[config.mk]
export PLATFORM = sky130hd
export DESIGN_NAME = fp_add_pipe
export DESIGN_NICKNAME = d
export VERILOG_FILES = /design/src/rtl/fp_pkg.sv /design/src/rtl/fp_lzc.sv /design/src/rtl/fp_add_pipe.sv
export SDC_FILE = /design/constraint.sdc
export NUM_CORES = 1
export LEC_CHECK = 0
export CORE_MARGIN = 1
export CORE_UTILIZATION = 55
export CTS_CLUSTER_SIZE = 14
export DETAILED_ROUTE_END_ITERATION = 10
export GPL_TIMING_DRIVEN = 0
export PLACE_DENSITY = 0.74
export SYNTH_ARGS = -nofsm -noshare
export SYNTH_HDL_FRONTEND = slang
export SYNTH_SLANG_ARGS = --single-unit
[constraint.sdc]
create_clock -name clk -period 13.4 [get_ports clk]
set_clock_uncertainty 0.2 [all_clocks]
set_input_delay 4.02 -clock clk [delete_from_list [all_inputs] [get_ports clk]]
set_output_delay 4.02 -clock clk [all_outputs]
set_load 0.03 [all_outputs]
[src/rtl/fp_pkg.sv]
// Shared types and constants for the binary32 add pipeline.
package fp_pkg;

  localparam int EXP_W = 8;
  localparam int MAN_W = 23;
  localparam int BIAS  = 127;

  localparam logic [31:0] CANON_NAN = 32'h7FC00000;

  typedef struct packed {
    logic             sign;
    logic [EXP_W-1:0] exp;
    logic [MAN_W-1:0] man;
  } fp32_t;

  typedef enum logic [1:0] {ZERO, NORM, INF, NAN} fp_class_e;

  // Aligned operands: 24-bit significand followed by guard/round/sticky.
  typedef struct packed {
    logic        special;
    logic [31:0] special_val;
    logic        invalid;
    logic        sign;
    logic        eff_sub;
    logic [7:0]  exp;
    logic [26:0] sig_a;
    logic [26:0] sig_b;
  } s1_t;

  typedef struct packed {
    logic        special;
    logic [31:0] special_val;
    logic        invalid;
    logic        sign;
    logic [7:0]  exp;
    logic [27:0] sum;
    logic [4:0]  lzc;
  } s2_t;

  // Subnormals classify as zero (flush-to-zero on input).
  function automatic fp_class_e classify(input fp32_t x);
    if (x.exp == '0) return ZERO;
    if (x.exp == '1) return (x.man != '0) ? NAN : INF;
    return NORM;
  endfunction

endpackage

[src/rtl/fp_lzc.sv]
// Combinational leading-zero counter; an all-zero input yields W.
module fp_lzc #(
  parameter int W  = 28,
  parameter int CW = 5
) (
  input  logic [W-1:0]  d,
  output logic [CW-1:0] cnt
);

  logic found;

  always_comb begin
    cnt   = '0;
    found = 1'b0;
    for (int unsigned i = 0; i < W; i++) begin
      if (!found) begin
        if (d[W-1-i]) found = 1'b1;
        else          cnt   = cnt + CW'(1);
      end
    end
  end

endmodule

[src/rtl/fp_add_pipe.sv]
// Pipelined binary32 adder (RNE, flush-to-zero) with valid/ready flow control
// and sticky {invalid, overflow, inexact} flags.
module fp_add_pipe
  import fp_pkg::*;
#(
  parameter int STAGES = 3,
  parameter int FTZ    = 1
) (
  input  logic        clk,
  input  logic        rst,
  input  logic        in_valid,
  output logic        in_ready,
  input  logic [31:0] IN1,
  input  logic [31:0] IN2,
  output logic        out_valid,
  input  logic        out_ready,
  output logic [31:0] OUT,
  input  logic        flag_clr,
  output logic [2:0]  flags
);

  if (STAGES != 3 || FTZ != 1) begin : g_bad_param
    $error("fp_add_pipe supports only STAGES=3 and FTZ=1");
  end

  logic        adv;
  logic        v0, v1, v2;
  fp32_t       a_q, b_q;
  s1_t         s1_d, s1_q;
  s2_t         s2_d, s2_q;
  logic [31:0] res_d;
  logic [2:0]  rflags_d, out_flags;

  assign adv      = !out_valid || out_ready;
  assign in_ready = adv;

  // Operands are registered on acceptance; S1..S3 each end in a register,
  // the last one being OUT itself.
  always_ff @(posedge clk or posedge rst) begin
    if (rst) begin
      v0        <= 1'b0;
      v1        <= 1'b0;
      v2        <= 1'b0;
      out_valid <= 1'b0;
      a_q       <= '0;
      b_q       <= '0;
      s1_q      <= '0;
      s2_q      <= '0;
      OUT       <= '0;
      out_flags <= '0;
    end else if (adv) begin
      v0 <= in_valid;
      if (in_valid) begin
        a_q <= IN1;
        b_q <= IN2;
      end
      v1        <= v0;
      s1_q      <= s1_d;
      v2        <= v1;
      s2_q      <= s2_d;
      out_valid <= v2;
      OUT       <= res_d;
      out_flags <= rflags_d;
    end
  end

  always_ff @(posedge clk or posedge rst) begin
    if (rst) flags <= '0;
    else     flags <= (flag_clr ? 3'b000 : flags) | ((out_valid && out_ready) ? out_flags : 3'b000);
  end

  // S1: classify, order by magnitude, align the smaller operand.
  fp_class_e   ca, cb;
  logic [30:0] mag_a, mag_b;
  logic        swap, sign_x;
  logic [7:0]  exp_x, exp_y, diff;
  logic [22:0] man_x, man_y;
  logic [4:0]  shamt;
  logic [26:0] sig_y, ones;

  always_comb begin
    ca     = classify(a_q);
    cb     = classify(b_q);
    mag_a  = (ca == ZERO) ? '0 : {a_q.exp, a_q.man};
    mag_b  = (cb == ZERO) ? '0 : {b_q.exp, b_q.man};
    swap   = mag_b > mag_a;
    sign_x = swap ? b_q.sign : a_q.sign;
    exp_x  = swap ? b_q.exp  : a_q.exp;
    exp_y  = swap ? a_q.exp  : b_q.exp;
    man_x  = swap ? b_q.man  : a_q.man;
    man_y  = swap ? a_q.man  : b_q.man;
    sig_y  = ((swap ? ca : cb) == ZERO) ? '0 : {1'b1, man_y, 3'b000};
    diff   = exp_x - exp_y;
    shamt  = (diff > 8'd27) ? 5'd27 : diff[4:0];
    ones   = '1;

    s1_d         = '0;
    s1_d.sign    = sign_x;
    s1_d.eff_sub = a_q.sign ^ b_q.sign;
    s1_d.exp     = exp_x;
    s1_d.sig_a   = {1'b1, man_x, 3'b000};
    s1_d.sig_b   = (sig_y >> shamt) | {26'b0, |(sig_y & ~(ones << shamt))};

    if (ca == NAN || cb == NAN || (ca == INF && cb == INF && a_q.sign != b_q.sign)) begin
      s1_d.special     = 1'b1;
      s1_d.special_val = CANON_NAN;
      s1_d.invalid     = 1'b1;
    end else if (ca == INF) begin
      s1_d.special     = 1'b1;
      s1_d.special_val = a_q;
    end else if (cb == INF) begin
      s1_d.special     = 1'b1;
      s1_d.special_val = b_q;
    end else if (ca == ZERO && cb == ZERO) begin
      s1_d.special     = 1'b1;
      s1_d.special_val = {a_q.sign & b_q.sign, 31'b0};
    end
  end

  // S2: magnitude add/subtract and leading-zero count.
  logic [27:0] sum_w;
  logic [4:0]  lzc_cnt;

  assign sum_w = s1_q.eff_sub ? ({1'b0, s1_q.sig_a} - {1'b0, s1_q.sig_b})
                              : ({1'b0, s1_q.sig_a} + {1'b0, s1_q.sig_b});

  fp_lzc #(.W(28), .CW(5)) u_lzc (.d(sum_w), .cnt(lzc_cnt));

  always_comb begin
    s2_d             = '0;
    s2_d.special     = s1_q.special;
    s2_d.special_val = s1_q.special_val;
    s2_d.invalid     = s1_q.invalid;
    s2_d.sign        = s1_q.sign;
    s2_d.exp         = s1_q.exp;
    s2_d.sum         = sum_w;
    s2_d.lzc         = lzc_cnt;
  end

  // S3: normalise, round to nearest even, pack.
  logic [26:0]        norm;
  logic signed [9:0]  exp_n, exp_r;
  logic [24:0]        mant;
  logic [22:0]        frac;
  logic               rnd_up, inexact;

  always_comb begin
    if (s2_q.lzc == '0) norm = {s2_q.sum[27:2], |s2_q.sum[1:0]};
    else                norm = s2_q.sum[26:0] << (s2_q.lzc - 5'd1);
    exp_n   = $signed(10'(s2_q.exp) + 10'd1 - 10'(s2_q.lzc));
    inexact = |norm[2:0];
    rnd_up  = norm[2] & (norm[1] | norm[0] | norm[3]);
    mant    = {1'b0, norm[26:3]} + 25'(rnd_up);
    if (mant[24]) begin
      exp_r = exp_n + 10'sd1;
      frac  = mant[23:1];
    end else begin
      exp_r = exp_n;
      frac  = mant[22:0];
    end

    res_d    = '0;
    rflags_d = '0;
    if (s2_q.special) begin
      res_d    = s2_q.special_val;
      rflags_d = {s2_q.invalid, 2'b00};
    end else if (s2_q.sum == '0) begin
      res_d    = '0;
    end else if (exp_r >= 10'sd255) begin
      res_d    = {s2_q.sign, 8'hFF, 23'b0};
      rflags_d = 3'b011;
    end else if (exp_r <= 10'sd0) begin
      res_d    = {s2_q.sign, 31'b0};
      rflags_d = 3'b001;
    end else begin
      res_d    = {s2_q.sign, exp_r[7:0], frac};
      rflags_d = {2'b00, inexact};
    end
  end

endmodule

Word level (Yosys, flattened, before mapping)
Cells that the tools add are included.
{ "totals": {"regBits": 277, "in_bits": 69, "output_inout_bits": 37, "word_cells": 260} }
{ "classes": {"addsub": 35, "n_lt_le_gt_ge": 4, "n_eq_ne": 7, "shift": 3, "n_mux": 153, "n_bitwise": 9, "n_reduce_logical": 21} }
{ "ops": {"columns": ["op", "count"], "rows": [
  ["5-bit 2-to-1 mux", 55],
  ["33-bit 2-to-1 mux", 4],
  ["5-bit by 1-bit adder with 5-bit output, second input constant", 26],
  ["31-bit 2-to-1 mux", 4],
  ["23-bit 2-to-1 mux", 3],
  ["1-bit 2-to-1 mux", 65],
  ["32-bit 2-to-1 mux", 2],
  ["27-bit 2-to-1 mux", 2],
  ["23-bit nonzero test", 2],
  ["31-bit greater-than comparator", 1],
  ["27-bit by 27-bit adder with 28-bit output", 1],
  ["28-bit zero test", 1],
  ["28-bit 2-to-1 mux", 1],
  ["27-bit by 27-bit subtractor with 28-bit output", 1],
  ["27-bit bitwise AND", 1],
  ["27-bit inverter", 1],
  ["27-bit by 1-bit OR with 27-bit output", 1],
  ["27-bit OR reduction", 1],
  ["27-bit by 5-bit left shift with 27-bit output", 1],
  ["27-bit by 5-bit left shift with 27-bit output, first input constant", 1],
  ["27-bit by 5-bit right shift with 27-bit output", 1],
  ["24-bit by 1-bit adder with 25-bit output", 1],
  ["2-bit 2-to-1 mux", 11],
  ["8-bit == test, second input constant", 2],
  ["27 further kinds", 43]
]} }

Logic depth before layout (Yosys ltp)
Gate-level depths: netlist of run 1.
{ "depth": {"depth_word": 84, "mapped_depth": 76} }

By module
From an unflattened synthesis of run 1, not the netlist that was laid out.
{ "hier_totals": {"cells_unflattened": 2727, "hier_area_um2": 23005.8} }
{ "modules_own_cells": {"columns": ["mod", "instances", "cells_per_inst", "area_each_um2"], "rows": [
  ["fp_add_pipe", 1, 2312, 19999.2],
  ["fp_lzc", 1, 415, 3006.6]
]} }

Least setup slack after synthesis of run 1
No wires, ideal clock.
{ "synth_timing": {"kind": "register to register", "startpoint": "reg s1_q[11] in the netlist's numbering", "endpoint": "reg s2_q[4] in the netlist's numbering", "arrival_ns": 13.332, "t_required_ns": 13.118, "setup_slack_ns": -0.214, "stages_incl_launch_ff": 69, "n_path_buf": 3, "synth_period_minus_slack_ns": 13.614, "cell_sequence": "dfrtp_1 > inv_1 > ha_1 > buf_6 > or4_4 > nand2b_4 > a211oi_4 > o21a_1 > o21ai_2 > a221oi_4 > or2_4 > inv_4 > nand3_4 > clkbuf_1 > and2_1 > ha_1 > a21oi_1 > o211ai_1 > (+33 left out) > o21ai_0 > ha_1 > inv_1 > or3_1 > a21oi_1 > xnor2_1 > or4_1 > a2111oi_4 > xor2_1 > xnor3_1 > xnor3_1 > xor2_1 > xnor2_1 > maj3_2 > nand3_1 > or4_1 > a311o_1 > a31oi_1"} }
{ "synth_between": {"elab_chain_cells": 84, "elab_cells_between_ends": 128} }
{ "synth_rtl": {"columns": ["element", "line_no", "source"], "rows": [
  ["start: declaration", "fp_add_pipe.sv:29", "s1_t s1_d, s1_q;"],
  ["start signal: assignment", "fp_add_pipe.sv:47", "s1_q <= '0;"],
  ["start signal: assignment", "fp_add_pipe.sv:58", "s1_q <= s1_d;"],
  ["27-bit by 27-bit adder with 28-bit output / 27-bit by 27-bit subtractor with 28-bit output (equally long branches)", "fp_add_pipe.sv:125, fp_add_pipe.sv:124", null],
  ["28-bit 2-to-1 mux *", "fp_add_pipe.sv:124", "assign sum_w = s1_q.eff_sub ? ({1'b0, s1_q.sig_a} - {1'b0, s1_q.sig_b})"],
  ["1-bit 2-to-1 mux", "fp_lzc.sv:17", "if (d[W-1-i]) found = 1'b1;"],
  ["1-bit by 1-bit adder with 2-bit output", "fp_lzc.sv:18", "else cnt = cnt + CW'(1);"],
  ["5-bit 2-to-1 mux", "fp_lzc.sv:17", null],
  ["5-bit 2-to-1 mux", "fp_lzc.sv:16", "if (!found) begin"],
  ["5-bit by 1-bit adder with 5-bit output", "fp_lzc.sv:18", null],
  ["5-bit 2-to-1 mux", "fp_lzc.sv:17", null],
  ["(+68 left out)", null, null],
  ["5-bit 2-to-1 mux", "fp_lzc.sv:17", null],
  ["5-bit 2-to-1 mux", "fp_lzc.sv:16", null],
  ["5-bit by 1-bit adder with 5-bit output", "fp_lzc.sv:18", null],
  ["5-bit 2-to-1 mux", "fp_lzc.sv:17", null],
  ["5-bit 2-to-1 mux", "fp_lzc.sv:16", null],
  ["5-bit by 1-bit adder with 5-bit output", "fp_lzc.sv:18", null],
  ["5-bit 2-to-1 mux", "fp_lzc.sv:17", null],
  ["5-bit 2-to-1 mux *", "fp_lzc.sv:16", null],
  ["end signal: assignment", "fp_add_pipe.sv:48", "s2_q <= '0;"],
  ["end signal: assignment", "fp_add_pipe.sv:60", "s2_q <= s2_d;"],
  ["end: declaration", "fp_add_pipe.sv:30", "s2_t s2_d, s2_q;"]
]} }
Mark *: on every way between the ends. The rest lies on a longest branch, timed or not.
A chain may end at the register's enable or synchronous reset.

Worst setup path after layout of run 1
{ "layout_timing": {"startpoint": "reg s1_q[40] in the netlist's numbering", "endpoint": "reg s2_q[4] in the netlist's numbering"} }
Same word-level chain as after synthesis.

==> summary.md, run 1 <==
| Metric | Value |
|---|---|
| Pre-antenna DRT Iters | 6 |
| Type of the most critical hold path | reg -> reg |
| Total Routing Usage GR | 0.403 |
| Share of the synthesized area in the top cell type | 0.287 |
| Dpl ws | -2100 ps |
| Crit-path slowest cell | or4_4 |
| Drt wl/cell | 23.7 um |
| Post-detail-place hpwl | 68.0 mm |
| Worst Path Required | 13670 ps |
| Slew margin rel. | 0.207 |
| Worst setup margin | -637 ps |
| Top cells by area, synth | dfrtp_1, nand2_1, ha_1 |
| Die area | 0.0448 sq mm |
| Final hold viol count | 0 |
| Area leader, netlist | dfrtp_1 |
| Post-synth net total | 3216 |
| Slew @ Worst Pin | 1180 ps |
| DRC violations left | 0 |
| Via density | 6.60 |
| Critical path's most frequent cell | ha_4 |
| Pin count of the biggest net entering global routing | 116 |
| Final wirelength | 91.3 mm |
| Most frequent cell after synthesis | nand2_1 |
| Netlist Area Pre-Place | 0.0242 sq mm |
| Min-Delay Path Depth | 2 |
| Row Count | 76 |
| Critical path type | reg -> reg |
| Failing checks | setup timing |
| Yosys cell types | 131 |
| Port Buffer Count | 105 |
| Final net count | 3440 |
| Ys async rst share | 1.00 |
| H-tree level count | 2 |
| Root buffer cell | clkbuf_16 |
| CP Max Fanout | 10 |
| Via count | 25.4k |
| Die height | 212 um |
| Critical Path Start Type | register |
| Antenna violations before repair | 0 |
| Area delta synth->final | 18.5% |
| Initial DRC Count | 3232 |
| Worst skew pair latency | 560 ps |
| Most frequent cells after synthesis | nand2_1, nor2_1, dfrtp_1, a21oi_1, o21ai_0 |
| Post-synth top flop | dfrtp_1 |
| I/O pins | 106 |
| MaxCap Viol Count | 0 |
| Clock transition at path regs | 60 ps |
| EDFF count, synth | 0 |
| Max Freq | 71.2 MHz |
| Longest Clk Path Bufs | 3 |
| Warnings from Yosys | 0 |
| CTS tree | yes |
| Hold_buf cts | 0 |
| Clk sinks | 277 |
| Unrepaired setup endpoints after global routing | yes |
| Setup TNS | -1170 ps |
| WP data arrival | 14300 ps |
| Post-synthesis area per instance | 7.99 sq um |
| Final setup vio count | 2 |
| Slew Viols, Final | 0 |
| Final min period | 14040 ps |
| Antenna viol nets, final | 0 |
| Initial core utilization | 0.560 |
| Clock buffer count from CTS | 34 |
| Diodes inserted | 0 |
| Die width | 212 um |
| CP peak stage delay | 570 ps |
| Fin util | 0.663 |
| Status | finished with violations |
| Seq/Total Area, Yosys | 0.287 |
| Grt total ovfl | 0 |
| Vias in the first global route | 24.6k |
| Worst reg2reg path depth | 66 |
| Share of layout cells above drive strength 1 | 0.146 |
| Hold_ws | 261 ps |
| Flops & latches, synth | 277 |
| GPL Wtd Cong | 1.02 |
| Mapped Cells | 3022 |
| Final Cycle Share | 1.05 |
| First-pass GRT wire length | 140 mm |
| CORE AREA | 0.0432 sq mm |
| CP Capture Type | register |
==> state kept, by name, indices dropped and copies added (netlist names) <==
name,flops
out_flags,3
v0,1
OUT,32
b_q,32
v2,1
s2_q,76
out_valid,1
s1_q,95
a_q,32
v1,1
flags,3
==> cell families (layout without fill, tap and decap cells) <==
| group | count (synthesis) | after routing | share of synthesized area |
|---|---|---|---|
| flip-flops | 277 | 277 | 0.287 |
| buffers and inverters | 291 | 540 | 0.0476 |
| adder cells (fa/ha/maj) | 133 | 133 | 0.0687 |
| AND/OR/NAND/NOR | 1265 | 1265 | 0.246 |
| multiplexers | 156 | 156 | 0.0793 |
| AO/OA/AOI/OAI | 772 | 772 | 0.215 |
| XOR/XNOR | 128 | 128 | 0.0558 |
==> path summary, 6_finish.rpt <==
kind	startpoint	slack, ps	endpoint
min in group asynchronous	rst	3680	a_q[17]$_DFFE_PP0P_
max in group asynchronous	rst	7840	s2_q[60]$_DFFE_PP0N_
setup reg to reg	s1_q[40]$_DFFE_PP0N_	-640	s2_q[4]$_DFFE_PP0N_
hold reg to reg	s1_q[57]$_DFFE_PP0N_	260	s2_q[36]$_DFFE_PP0N_
setup / recovery	s1_q[40]$_DFFE_PP0N_	-640	s2_q[4]$_DFFE_PP0N_
hold / removal	s1_q[57]$_DFFE_PP0N_	260	s2_q[36]$_DFFE_PP0N_
==> layout make-up <==
cell class | count | area [sq um]
multi-input cells | 2454 | 16800
plain buffers | 187 | 772
well taps | 585 | 732
fillers | 3614 | 14600
flip-flops and latches | 277 | 6940
inverters | 100 | 390
clock buffers | 45 | 942
clock inverters | 16 | 235
repair buffers | 192 | 1780
==> critical path, delay by kind of cell, from the launching register on <==
family | cells | cell delay [ps]
compound gates | 23 | 4010
xor+xnor | 6 | 1350
fa+ha+maj | 12 | 3050
buf+inv | 4 | 310
flops | 1 | 450
mux | 3 | 520
simple gates | 18 | 4030
==> per-layer routing <==
| layer | global-route usage | wire [um] |
|---|---|---|
| met2 | 0.649 | 41400 |
| met5 | 0 | 0 |
| met1 | 0.512 | 36100 |
| met4 | 0.225 | 5550 |
| met3 | 0.0705 | 8230 |
==> placed cells by master (no fill, tap or decap), types with 52 or more instances in the layout <==
| master | count |
|---|---|
| mux2i_1 | 52 |
| mux2_2 | 79 |
| nor2_1 | 305 |
| and2_1 | 63 |
| o21ai_0 | 150 |
| ha_1 | 106 |
| dfrtp_1 | 268 |
| buf_4 | 83 |
| nor3_1 | 63 |
| nand2_1 | 502 |
| a31oi_1 | 58 |
| clkbuf_1 | 150 |
| inv_1 | 87 |
| nand3_1 | 74 |
| xnor2_1 | 72 |
| clkdlybuf4s50_1 | 105 |
| a21oi_1 | 176 |
==> through the flow <==
step                      std cells  instance area (sq um)
after CTS                      3834                  28100
after floorplan                3022                  24200
final                          3856                  28600
after global placement         3712                  26000
after global routing           3856                  28600
after detailed placement       3714                  26000
==> repair_timing <==
item	CTS	global route
endpoints found under the setup margin	4	4
resized for setup	92	75
pin swaps	60	76
endpoints found under the hold margin	0	0
buffers inserted	60	27
Power of run 1 is not shown: default switching activity piles up to over one toggle a cycle in this logic, so the estimate is an artifact.
==> run 2: changes to the inputs <==
--- a/config.mk
+++ b/config.mk
@@ -9,8 +9,8 @@
 export CORE_UTILIZATION = 55
 export CTS_CLUSTER_SIZE = 14
 export DETAILED_ROUTE_END_ITERATION = 10
-export GPL_TIMING_DRIVEN = 0
-export PLACE_DENSITY = 0.74
+export PLACE_DENSITY = 0.75
 export SYNTH_ARGS = -nofsm -noshare
 export SYNTH_HDL_FRONTEND = slang
+export SYNTH_HIERARCHICAL = 1
 export SYNTH_SLANG_ARGS = --single-unit
==> summary.md, run 2 <==
| Metric | Value |
|---|---|
| Status | finished with violations |
| Failing checks | DRC, setup timing |
| Final Cycle Share | 1.10 (+0.0500) |
| Slew margin rel. | 0.201 (-0.00641) |
| MaxCap Viol Count | 0 (unchanged) |
| Post-synthesis area per instance | 8.44 sq um (+5.5%) |
| Unrepaired setup endpoints after global routing | yes |
| Final hold viol count | 0 (unchanged) |
| Max reg flops | 95 (unchanged) |
| Largest register by flop count | s1_q |
| CP Capture Type | register |
| Via count | 21.7k (-15%) |
| Non-filler instance count after layout | 3480 (-9.8%) |
| Area leader, netlist | dfrtp_1 |
| Hold_buf cts | 0 (unchanged) |
| CTS tree | yes |
| Pre-antenna DRT Iters | 9 (+3) |
| H-tree level count | 2 (unchanged) |
| Drt wl/cell | 20.4 um (-14%) |
| Row Count | 74 (-2.6%) |
| Initial DRC Count | 2084 (-36%) |
| Longest Clk Path Bufs | 3 (unchanged) |
| Clk sinks | 277 (unchanged) |
| Critical path's most frequent cell | nand2_1 |
| Flops & latches, synth | 277 (unchanged) |
| Root buffer cell | clkbuf_16 |
| CP peak stage delay | 510 ps (-60 ps) |
| Area delta synth->final | 18.3% |
| Clock transition at path regs | 60 ps (about the same) |
| Most frequent cell after synthesis | nand2_1 |
| EDFF count, synth | 0 (unchanged) |
| Most common cell after layout, fill and taps aside | nand2_1 |
| CP Max Fanout | 5 (-5) |
| Final setup vio count | 4 (+2) |
| Diodes inserted | 0 (unchanged) |
| I/O pins | 106 (unchanged) |
| Top cells by area, synth | dfrtp_1, nand2_1, ha_1 |
| Antenna violations before repair | 0 (unchanged) |
| WP data arrival | 14910 ps (+610 ps) |
| Post-detail-place hpwl | 52.8 mm (-22%) |
| First-pass GRT wire length | 112 mm (-20%) |
| Leading registers by flop count | s1_q (95), s2_q (76) |
| Yosys cell types | 125 (-4.6%) |
| GPL Wtd Cong | 0.996 (-2.8%) |
| Slew Viols, Final | 0 (unchanged) |
| Ys async rst share | 1.00 (unchanged) |
| Grt total ovfl | 0 (unchanged) |
| Clock buffer count from CTS | 35 (+2.9%) |
| Max Freq | 68.0 MHz (-4.6%) |
| Critical path type | reg -> reg |
| Placed Instances | 3384 (-8.9%) |
| Worst setup margin | -1310 ps (-670 ps) |
| Netlist Area Pre-Place | 0.0230 sq mm (-4.8%) |
| Final min period | 14710 ps (+670 ps) |
| Port Buffer Count | 105 (unchanged) |
| Die area | 0.0427 sq mm (-4.7%) |
| Warnings from Yosys | 6 (+6) |
| Final wirelength | 70.9 mm (-22%) |
| CORE AREA | 0.0410 sq mm (-5.0%) |
| Vias in the first global route | 20.7k (-16%) |
| Post-synth top flop | dfrtp_1 |
| Worst skew pair latency | 560 ps (about the same) |
| Critical Path Start Type | register |
| Final net count | 3117 (-9.4%) |
| Via density | 6.24 (-5.3%) |
| Share of the synthesized area in the top cell type | 0.301 (+0.0144) |
| Commonest non-fill, non-tap cells in the layout | nand2_1, dfrtp_1, nor2_1, buf_4, a21oi_1 |
| Share of layout cells above drive strength 1 | 0.186 (+0.0407) |
| Mapped Cells | 2727 (-9.8%) |
| Total Routing Usage GR | 0.332 (-0.0708) |
| Initial core utilization | 0.561 (+0.00127) |
| Most frequent cells after synthesis | nand2_1, dfrtp_1, nor2_1, a21oi_1, o21ai_0 |
| Seq/Total Area, Yosys | 0.301 (+0.0144) |
| Pin count of the biggest net entering global routing | 83 (-28%) |
| Die width | 207 um (-2.4%) |
| Fillers | 3406 (-5.8%) |
| Antenna viol nets, final | 0 (unchanged) |
| Worst Path Required | 13610 ps (-60 ps) |
| Crit-path slowest cell | or4_4 |
| Die height | 207 um (-2.4%) |
| Post-synth net total | 2921 (-9.2%) |
| Type of the most critical hold path | reg -> reg |
| DRC violations left | 3 (+3) |
| Slew @ Worst Pin | 1190 ps (+11.9 ps) |
run 2: through the flow:
step	TNS (ps)	setup WS, ps	util	area (sq um)	hold slack, ps
2_1_floorplan	-1070	-402	-	23100	230
3_3_place_gp	-3070	-878	0.622	25500	243
3_5_place_dp	-4980	-1340	0.622	25500	250
4_1_cts	-3570	-982	0.656	26900	264
5_1_grt	-8020	-2160	0.663	27200	286
6_report	-4560	-1310	0.663	27200	261
run 2: cell families (layout without fill, tap and decap cells):
logic type | after synthesis | count (layout) | synth area share
flops | 277 | 277 | 0.301
fa+ha+maj | 132 | 132 | 0.0717
xor+xnor | 118 | 118 | 0.0514
compound gates | 622 | 622 | 0.184
buf+inv | 263 | 484 | 0.0477
mux | 221 | 221 | 0.118
simple gates | 1094 | 1094 | 0.226
run 2: area by class of cell:
cell class                      instances  area [sq um]  area share
Clock buffer                           50          1040      0.0384
Clock inverter                         12           141     0.00520
Inverter                              111           429      0.0158
Multi-Input combinational cell       2187         15400       0.566
Sequential cell                       277          6930       0.255
Tap cell                              532           666      0.0245
Timing Repair Buffer                  311          2600      0.0955
run 2: final timing paths:
kind | from | endpoint | slack (ps) | cells past startpoint
hold reg to reg | s2_q[51]$_DFFE_PP0N_ | s2_q[51]$_DFFE_PP0N_ | 260 | 2
hold / removal | s2_q[51]$_DFFE_PP0N_ | s2_q[51]$_DFFE_PP0N_ | 260 | 2
max in group asynchronous | rst | s2_q[43]$_DFFE_PP0N_ | 7260 | 4
min in group asynchronous | rst | b_q[2]$_DFFE_PP0P_ | 3690 | 2
setup / recovery | s1_q[30]$_DFFE_PP0N_ | s2_q[4]$_DFFE_PP0N_ | -1310 | 80
setup reg to reg | s1_q[30]$_DFFE_PP0N_ | s2_q[4]$_DFFE_PP0N_ | -1310 | 80
run 2: worst max-delay path: cells and delay by family, from the launching register on:
family	cells	cell delay (ps)
AND/OR/NAND/NOR	20	2660
AO/OA/AOI/OAI	34	6360
flip-flops	1	360
XOR/XNOR	3	590
buffers and inverters	6	540
multiplexers	5	530
adder cells (fa/ha/maj)	12	3330
run 2: repair_timing:
action / CTS / global route
pin swaps: 32 / 51
endpoints found under the hold margin: 0 / 0
gates resized for setup: 17 / 32
setup endpoints to repair: 4 / 4
setup buffers: 19 / 15
run 2: layer usage:
layer,global-route usage,up-vias,share of wire
li1,-,10183,-
met4,0.152,0,0.043
met2,0.529,894,0.46
met3,0.0399,179,0.061
met5,0,-,0
met1,0.451,10474,0.44
Power of run 2 is left out for the same reason.
